### src/rtl/systolic_feed_pkg.sv
// Shared types and helpers for the systolic operand feeder.
// Build option: SYSTOLIC_FEED_SKEW_EN selects diagonal lane skew (L = D+S-1) instead of aligned lanes (L = D).
package systolic_feed_pkg;

  typedef logic [1:0] feed_state_t;

  localparam feed_state_t ST_IDLE   = 2'd0;
  localparam feed_state_t ST_STREAM = 2'd1;
  localparam feed_state_t ST_DONE   = 2'd2;

  typedef logic bank_idx_t;

  // Number of output beats per streamed bank.
  function automatic int stream_len(input int d, input int s);
`ifdef SYSTOLIC_FEED_SKEW_EN
    return (s < 1) ? 0 : d + s - 1;
`else
    return (s < 1) ? 0 : d;
`endif
  endfunction

endpackage

### src/rtl/systolic_operand_bank.sv
// One S x D x N operand bank: row-wide write port, per-lane element read port.
// An element index at or beyond D reads as zero, which provides the skew zero-fill.
module systolic_operand_bank #(
  parameter int N  = 2,
  parameter int S  = 4,
  parameter int D  = 4,
  parameter int IW = 4
) (
  input  logic                                 clk,
  input  logic                                 i_wr_en,
  input  logic [((S > 1) ? $clog2(S) : 1)-1:0] i_wr_row,
  input  logic [D*N-1:0]                       i_wr_data,
  input  logic [S*IW-1:0]                      i_rd_idx,
  output logic [S*N-1:0]                       o_rd_data
);

  logic [D*N-1:0] r_rows [S];
  logic [IW-1:0]  w_idx;

  always_ff @(posedge clk) begin
    if (i_wr_en) begin
      r_rows[i_wr_row] <= i_wr_data;
    end
  end

  // Lane i always reads row i; only the element position varies per lane.
  always_comb begin
    o_rd_data = '0;
    w_idx     = '0;
    for (int i = 0; i < S; i++) begin
      w_idx = i_rd_idx[i*IW +: IW];
      if (w_idx < IW'(D)) begin
        o_rd_data[S*N-1-i*N -: N] = r_rows[i][D*N-1-int'(w_idx)*N -: N];
      end
    end
  end

endmodule

### src/rtl/systolic_operand_feeder.sv
// Ping-pong operand feeder: loads rows into the free bank, streams the other bank column by column.
// Build option: SYSTOLIC_FEED_SKEW_EN enables per-row diagonal skew on the output lanes.
//
// state     | meaning
// ST_IDLE   | waiting for start with the read bank full
// ST_STREAM | emitting beats 0..L-1, one column per cycle
// ST_DONE   | done pulse; release the read bank unless hold was latched
module systolic_operand_feeder
  import systolic_feed_pkg::*;
#(
  parameter int N = 2,
  parameter int S = 4,
  parameter int D = 4
) (
  input  logic           clk,
  input  logic           rst,
  input  logic           i_ld_valid,
  output logic           o_ld_ready,
  input  logic [D*N-1:0] i_ld_data,
  input  logic           i_start,
  input  logic           i_hold,
  output logic           o_busy,
  output logic           o_out_valid,
  output logic [S*N-1:0] o_out_data,
  output logic           o_done,
  output logic [1:0]     o_bank_full
);

  localparam int L  = stream_len(D, S);
  localparam int BW = $clog2(D + S);
  localparam int IW = BW + 1;
  localparam int RW = (S > 1) ? $clog2(S) : 1;

  localparam logic [BW-1:0] BEAT_END = BW'(L);
  localparam logic [RW-1:0] ROW_LAST = RW'(S - 1);

  logic [1:0]     r_full;
  bank_idx_t      r_wr_bank;
  bank_idx_t      r_rd_bank;
  logic [RW-1:0]  r_row_cnt;
  feed_state_t    r_state;
  logic           r_hold;
  logic [BW-1:0]  r_beat;
  logic           r_out_valid;
  logic [S*N-1:0] r_out_data;
  logic           r_done;

  logic           w_ld_fire;
  logic           w_row_last;
  logic [1:0]     w_full_set;
  logic [1:0]     w_full_clr;
  logic [1:0]     w_wr_en;
  logic [BW-1:0]  w_rd_t;
  logic [S*IW-1:0] w_rd_idx;
  logic [S*N-1:0] w_bank_rd [2];
  logic [S*N-1:0] w_col;

  assign o_ld_ready  = !r_full[r_wr_bank];
  assign o_bank_full = r_full;
  assign o_busy      = (r_state != ST_IDLE);
  assign o_out_valid = r_out_valid;
  assign o_out_data  = r_out_data;
  assign o_done      = r_done;

  assign w_ld_fire  = i_ld_valid && !r_full[r_wr_bank];
  assign w_row_last = (r_row_cnt == ROW_LAST);

  always_comb begin
    w_full_set = '0;
    w_full_clr = '0;
    w_wr_en    = '0;
    if (w_ld_fire) begin
      w_wr_en[r_wr_bank] = 1'b1;
      if (w_row_last) begin
        w_full_set[r_wr_bank] = 1'b1;
      end
    end
    if ((r_state == ST_DONE) && !r_hold) begin
      w_full_clr[r_rd_bank] = 1'b1;
    end
  end

  always_ff @(posedge clk) begin
    if (rst) begin
      r_full    <= '0;
      r_wr_bank <= 1'b0;
      r_row_cnt <= '0;
    end else begin
      r_full <= (r_full | w_full_set) & ~w_full_clr;
      if (w_ld_fire) begin
        if (w_row_last) begin
          r_row_cnt <= '0;
          r_wr_bank <= ~r_wr_bank;
        end else begin
          r_row_cnt <= r_row_cnt + RW'(1);
        end
      end
    end
  end

  // r_beat holds the index of the next beat to present, so in IDLE the column for beat 0 is read.
  always_comb begin
    w_rd_t   = (r_state == ST_IDLE) ? '0 : r_beat;
    w_rd_idx = '0;
    for (int i = 0; i < S; i++) begin
`ifdef SYSTOLIC_FEED_SKEW_EN
      w_rd_idx[i*IW +: IW] = {1'b0, w_rd_t} - IW'(i);
`else
      w_rd_idx[i*IW +: IW] = {1'b0, w_rd_t};
`endif
    end
  end

  for (genvar b = 0; b < 2; b++) begin : g_bank
    systolic_operand_bank #(
      .N  (N),
      .S  (S),
      .D  (D),
      .IW (IW)
    ) u_bank (
      .clk       (clk),
      .i_wr_en   (w_wr_en[b]),
      .i_wr_row  (r_row_cnt),
      .i_wr_data (i_ld_data),
      .i_rd_idx  (w_rd_idx),
      .o_rd_data (w_bank_rd[b])
    );
  end

  assign w_col = w_bank_rd[r_rd_bank];

  always_ff @(posedge clk) begin
    if (rst) begin
      r_state     <= ST_IDLE;
      r_rd_bank   <= 1'b0;
      r_hold      <= 1'b0;
      r_beat      <= '0;
      r_out_valid <= 1'b0;
      r_out_data  <= '0;
      r_done      <= 1'b0;
    end else begin
      case (r_state)
        ST_IDLE: begin
          r_done <= 1'b0;
          if (i_start && r_full[r_rd_bank]) begin
            r_state     <= ST_STREAM;
            r_hold      <= i_hold;
            r_out_valid <= 1'b1;
            r_out_data  <= w_col;
            r_beat      <= BW'(1);
          end else begin
            r_out_valid <= 1'b0;
            r_out_data  <= '0;
          end
        end
        ST_STREAM: begin
          if (r_beat == BEAT_END) begin
            r_state     <= ST_DONE;
            r_out_valid <= 1'b0;
            r_out_data  <= '0;
            r_done      <= 1'b1;
          end else begin
            r_out_valid <= 1'b1;
            r_out_data  <= w_col;
            r_beat      <= r_beat + BW'(1);
          end
        end
        ST_DONE: begin
          r_state <= ST_IDLE;
          r_done  <= 1'b0;
          if (!r_hold) begin
            r_rd_bank <= ~r_rd_bank;
          end
        end
        default: begin
          r_state     <= ST_IDLE;
          r_out_valid <= 1'b0;
          r_out_data  <= '0;
          r_done      <= 1'b0;
        end
      endcase
    end
  end

endmodule

### config.mk
export PLATFORM = sky130hd
export DESIGN_NAME = systolic_operand_feeder
export DESIGN_NICKNAME = d
export VERILOG_FILES = /design/src/rtl/systolic_feed_pkg.sv /design/src/rtl/systolic_operand_bank.sv /design/src/rtl/systolic_operand_feeder.sv
export SDC_FILE = /design/constraint.sdc
export NUM_CORES = 1
export LEC_CHECK = 0
export ABC_AREA = 1
export CORE_UTILIZATION = 48
export CTS_BUF_LIST = sky130_fd_sc_hd__clkbuf_4 sky130_fd_sc_hd__clkbuf_8
export DETAILED_ROUTE_END_ITERATION = 16
export HOLD_SLACK_MARGIN = 0.03
export PLACE_DENSITY = 0.77
export SYNTH_ARGS = -nofsm -noshare
export SYNTH_HDL_FRONTEND = slang
export SYNTH_SLANG_ARGS = --single-unit
### constraint.sdc
create_clock -name clk -period 2.5 [get_ports clk]
set_input_delay 0.375 -clock clk [delete_from_list [all_inputs] [get_ports clk]]
set_output_delay 0.375 -clock clk [all_outputs]
set_load 0.02 [all_outputs]
==> results_dict.tcl <==
set metrics [dict create \
    antenna_found_initial 0 \
    hold_violations 0 \
    grt_first_pass_wirelength_mm 12.47 \
    yosys.cell_types.count 23 \
    htreeDepth 3 \
    powerDensity_nw_per_um2 623.9 \
    core-area_um2 7370 \
    place_hpwl_mm 5.039 \
    synthMuxAreaShare_pct 0 \
    cts_resized 0 \
    top_layer_used "met4" \
    wl_per_cell_um 14.83 \
    end_kind "primary output" \
    clk_path_buf_depth 2 \
    clk_pin_slew_ns 0.09 \
    synthSimpleGateAreaFrac_pct 21.32 \
    setup-tns-final_ns 0 \
    route.met2.wl_mm 3.695 \
    drive_gt1_share_pct 7.981 \
    synth_edf_count 64 \
    ir_drop_mv 0.4133 \
    register_area_um2 2362 \
    met3_wirelength_um 496 \
    synth_top_flop_cell "edfxtp_1" \
    drc 0 \
    cp_data_required_time_ns 2.12 \
    port_buffers 26 \
    p_leak_nw 1.831 \
    ys_ff_latch 86 \
    drv_slew 0 \
    fp.dieH_um 89.92 \
    post_cts_buffers 0 \
    rr_endpoint "o_out_data[7]" \
    holdCritStartpoint "o_out_data[1]" \
    netlist_instances 386 \
    antenna_cells 0 \
    run_status "complete, no violations" \
    synth_top_family_by_area "simple AND/OR/NAND/NOR gates" \
    hold-path-cell-count 2 \
    cts_tree "built" \
    tightest_slew_ns 1.017 \
    viasPerCell 5.002 \
    track_usage_pct 20.59 \
    yosys_warnings 0 \
    reg2reg_depth 7 \
    finalWirelength_mm 7.786 \
    cp_max_fo 19 \
    die_w_um 89.92 \
    timing.final.crit_share_pct 85.56 \
    relSlewSlack_pct 32.17 \
    holdPathEnd "o_out_data[1]" \
    dr_total_vias 2626 \
    rsz0062_at_grt "no" \
    drt-initial-drc-count 102 \
    overflow 0 \
    synth_top_area_cell "edfxtp_1" \
    synthesis.area_um2 3710 \
    reg2reg_slack_ns 0.44 \
    post-route-min-period_ns 2.139 \
    met1_length_mm 3.431 \
    synth_seq_area_share_pct 63.68 \
    grt_pass1_vias 2499 \
    hp-class "flip-flop to flip-flop" \
    die_area_um2 8085 \
    ys_async_sr_fraction_pct 0 \
    fmax_mhz 467.5 \
    rows 31 \
    critPathLaunch "r_state[0]" \
    startpoint_type "flip-flop" \
    start_util_pct 50.34 \
    clock_skew_ns 0.007836 \
    synth-xor-area-share_pct 0.2361 \
    maxCapViolCount 0 \
    multiInputGateArea_um2 1018 \
    ant_nets 0 \
    path_class "flip-flop to primary output" \
    synth_compound_area_share_pct 3.777 \
    ios 27 \
    clock_latency_ns 0.36 \
    syn-mean-instance-area_um2 9.611 \
    drtPass1Iterations 4 \
    syn_to_final_growth_pct 15.82 \
    cts_buffers 9 \
    root_buffer "clkbuf_8" \
    fin_nets 440 \
    crit_arrival_ns 1.76 \
    grt_max_degree 33 \
    netlist_top_cells_area "edfxtp_1, dfxtp_1, nand3_1" \
    r2r-start "r_state[0]" \
    netlist.area_leader.share_pct 51.80 \
    whs_ns 0.4653 \
    fillCellCount 660 \
    place_congestion 0.7942 \
    ctsHoldBuffers 0 \
    synth_nets 405 \
    cts.sinks 86 \
    yosys.area_share.adder_pct 2.024 \
    finalSetupViolCount 0 \
]
worst max-delay path by stage:
stage                                               end  slack (ns)
after floorplan           g_bank[0].u_bank.r_rows[0][0]        0.72
after global placement    g_bank[0].u_bank.r_rows[1][1]        0.51
after detailed placement  g_bank[0].u_bank.r_rows[1][7]        0.46
after CTS                                        o_busy        0.35
after global routing                             o_busy        0.28
final                                            o_busy        0.36
synthesized netlist by cell type (2+ instances only):
cell type	count
nor2_1	53
nand3_1	57
o21ai_2	2
nand2_4	2
buf_4	4
nand2_1	71
ha_1	6
dfxtp_1	22
o21ai_0	6
inv_1	65
inv_2	2
a21oi_1	16
edfxtp_1	64
clkbuf_1	3
buf_2	5
worst max-delay path, stage by stage, from the launching register on:
cell and delay, ns:
dfxtp_1 0.43, inv_2 0.08, nand2_4 0.22, clkdlybuf4s50_1 0.66
metal layers:
metal / track usage [%] / vias to the layer above
met5: 0 / -
met4: 9.140 / 0
met3: 3.892 / 15
met2: 33.59 / 83
met1: 26.91 / 1221
li1: - / 1307
cells by family after synthesis:
family          count (synthesis)
simple gates                  186
xor+xnor                        1
compound gates                 26
flops                          86
buf+inv                        81
fa+ha+maj                       6
state kept, by name, summed over array words and instances, names as in the netlist, 2 cells and up:
signal and count:
g_bank.u_bank.r_rows 64, o_bank_full 2, o_out_data 8, r_beat 3
r_row_cnt 2, r_state 2
where the power goes:
| part | switching, mW | internal, mW | leakage (nW) |
|---|---|---|---|
| combinational | 0.0966 | 0.0509 | 0.979 |
| sequential | 0.0123 | 1.57 | 0.759 |
| clock | 0.484 | 0.469 | 0.0933 |
stage by stage:
| stage | cell area [um^2] | total power [mW] | utilization, % | std cells | setup WS, ns |
|---|---|---|---|---|---|
| finish | 4297 | 2.680 | 58.30 | 525 | 0.3609 |
| global route | 4297 | 2.776 | 58.30 | 525 | 0.2845 |
| CTS | 4297 | 2.701 | 58.30 | 525 | 0.3494 |
| detailed placement | 4103 | 1.759 | 55.67 | 509 | 0.4643 |
| global placement | 4103 | 1.754 | 55.67 | 509 | 0.5082 |
| floorplan | 3710 | 1.682 | - | 386 | 0.7246 |
area by class of cell:
cell class                 count  area share [%]
multi-input combinational    219           23.70
tap                           99           2.883
clock inverter                 6           1.456
timing repair buffer          37           7.979
inverter                      68           5.941
clock buffer                  10           3.058
sequential                    86           54.98
cell usage in the layout (no fill, tap or decap), drive strengths merged:
master         synthesis  routed
clkdlybuf4s50          0      26
bufinv                 0       1
a21oi                 16      16
a211oi                 1       1
inv                   67      67
nor3                   1       1
dfxtp                 22      22
nand2                 74      74
buf                   10      11
clkbuf                 3      10
nand4                  1       1
o21ai                  9       9
ha                     6       6
clkinv                 1       4
nand3                 57      57
xor2                   1       1
nor2                  53      53
edfxtp                64      64
clkinvlp               0       2
Power figures use the tool's default switching activity.
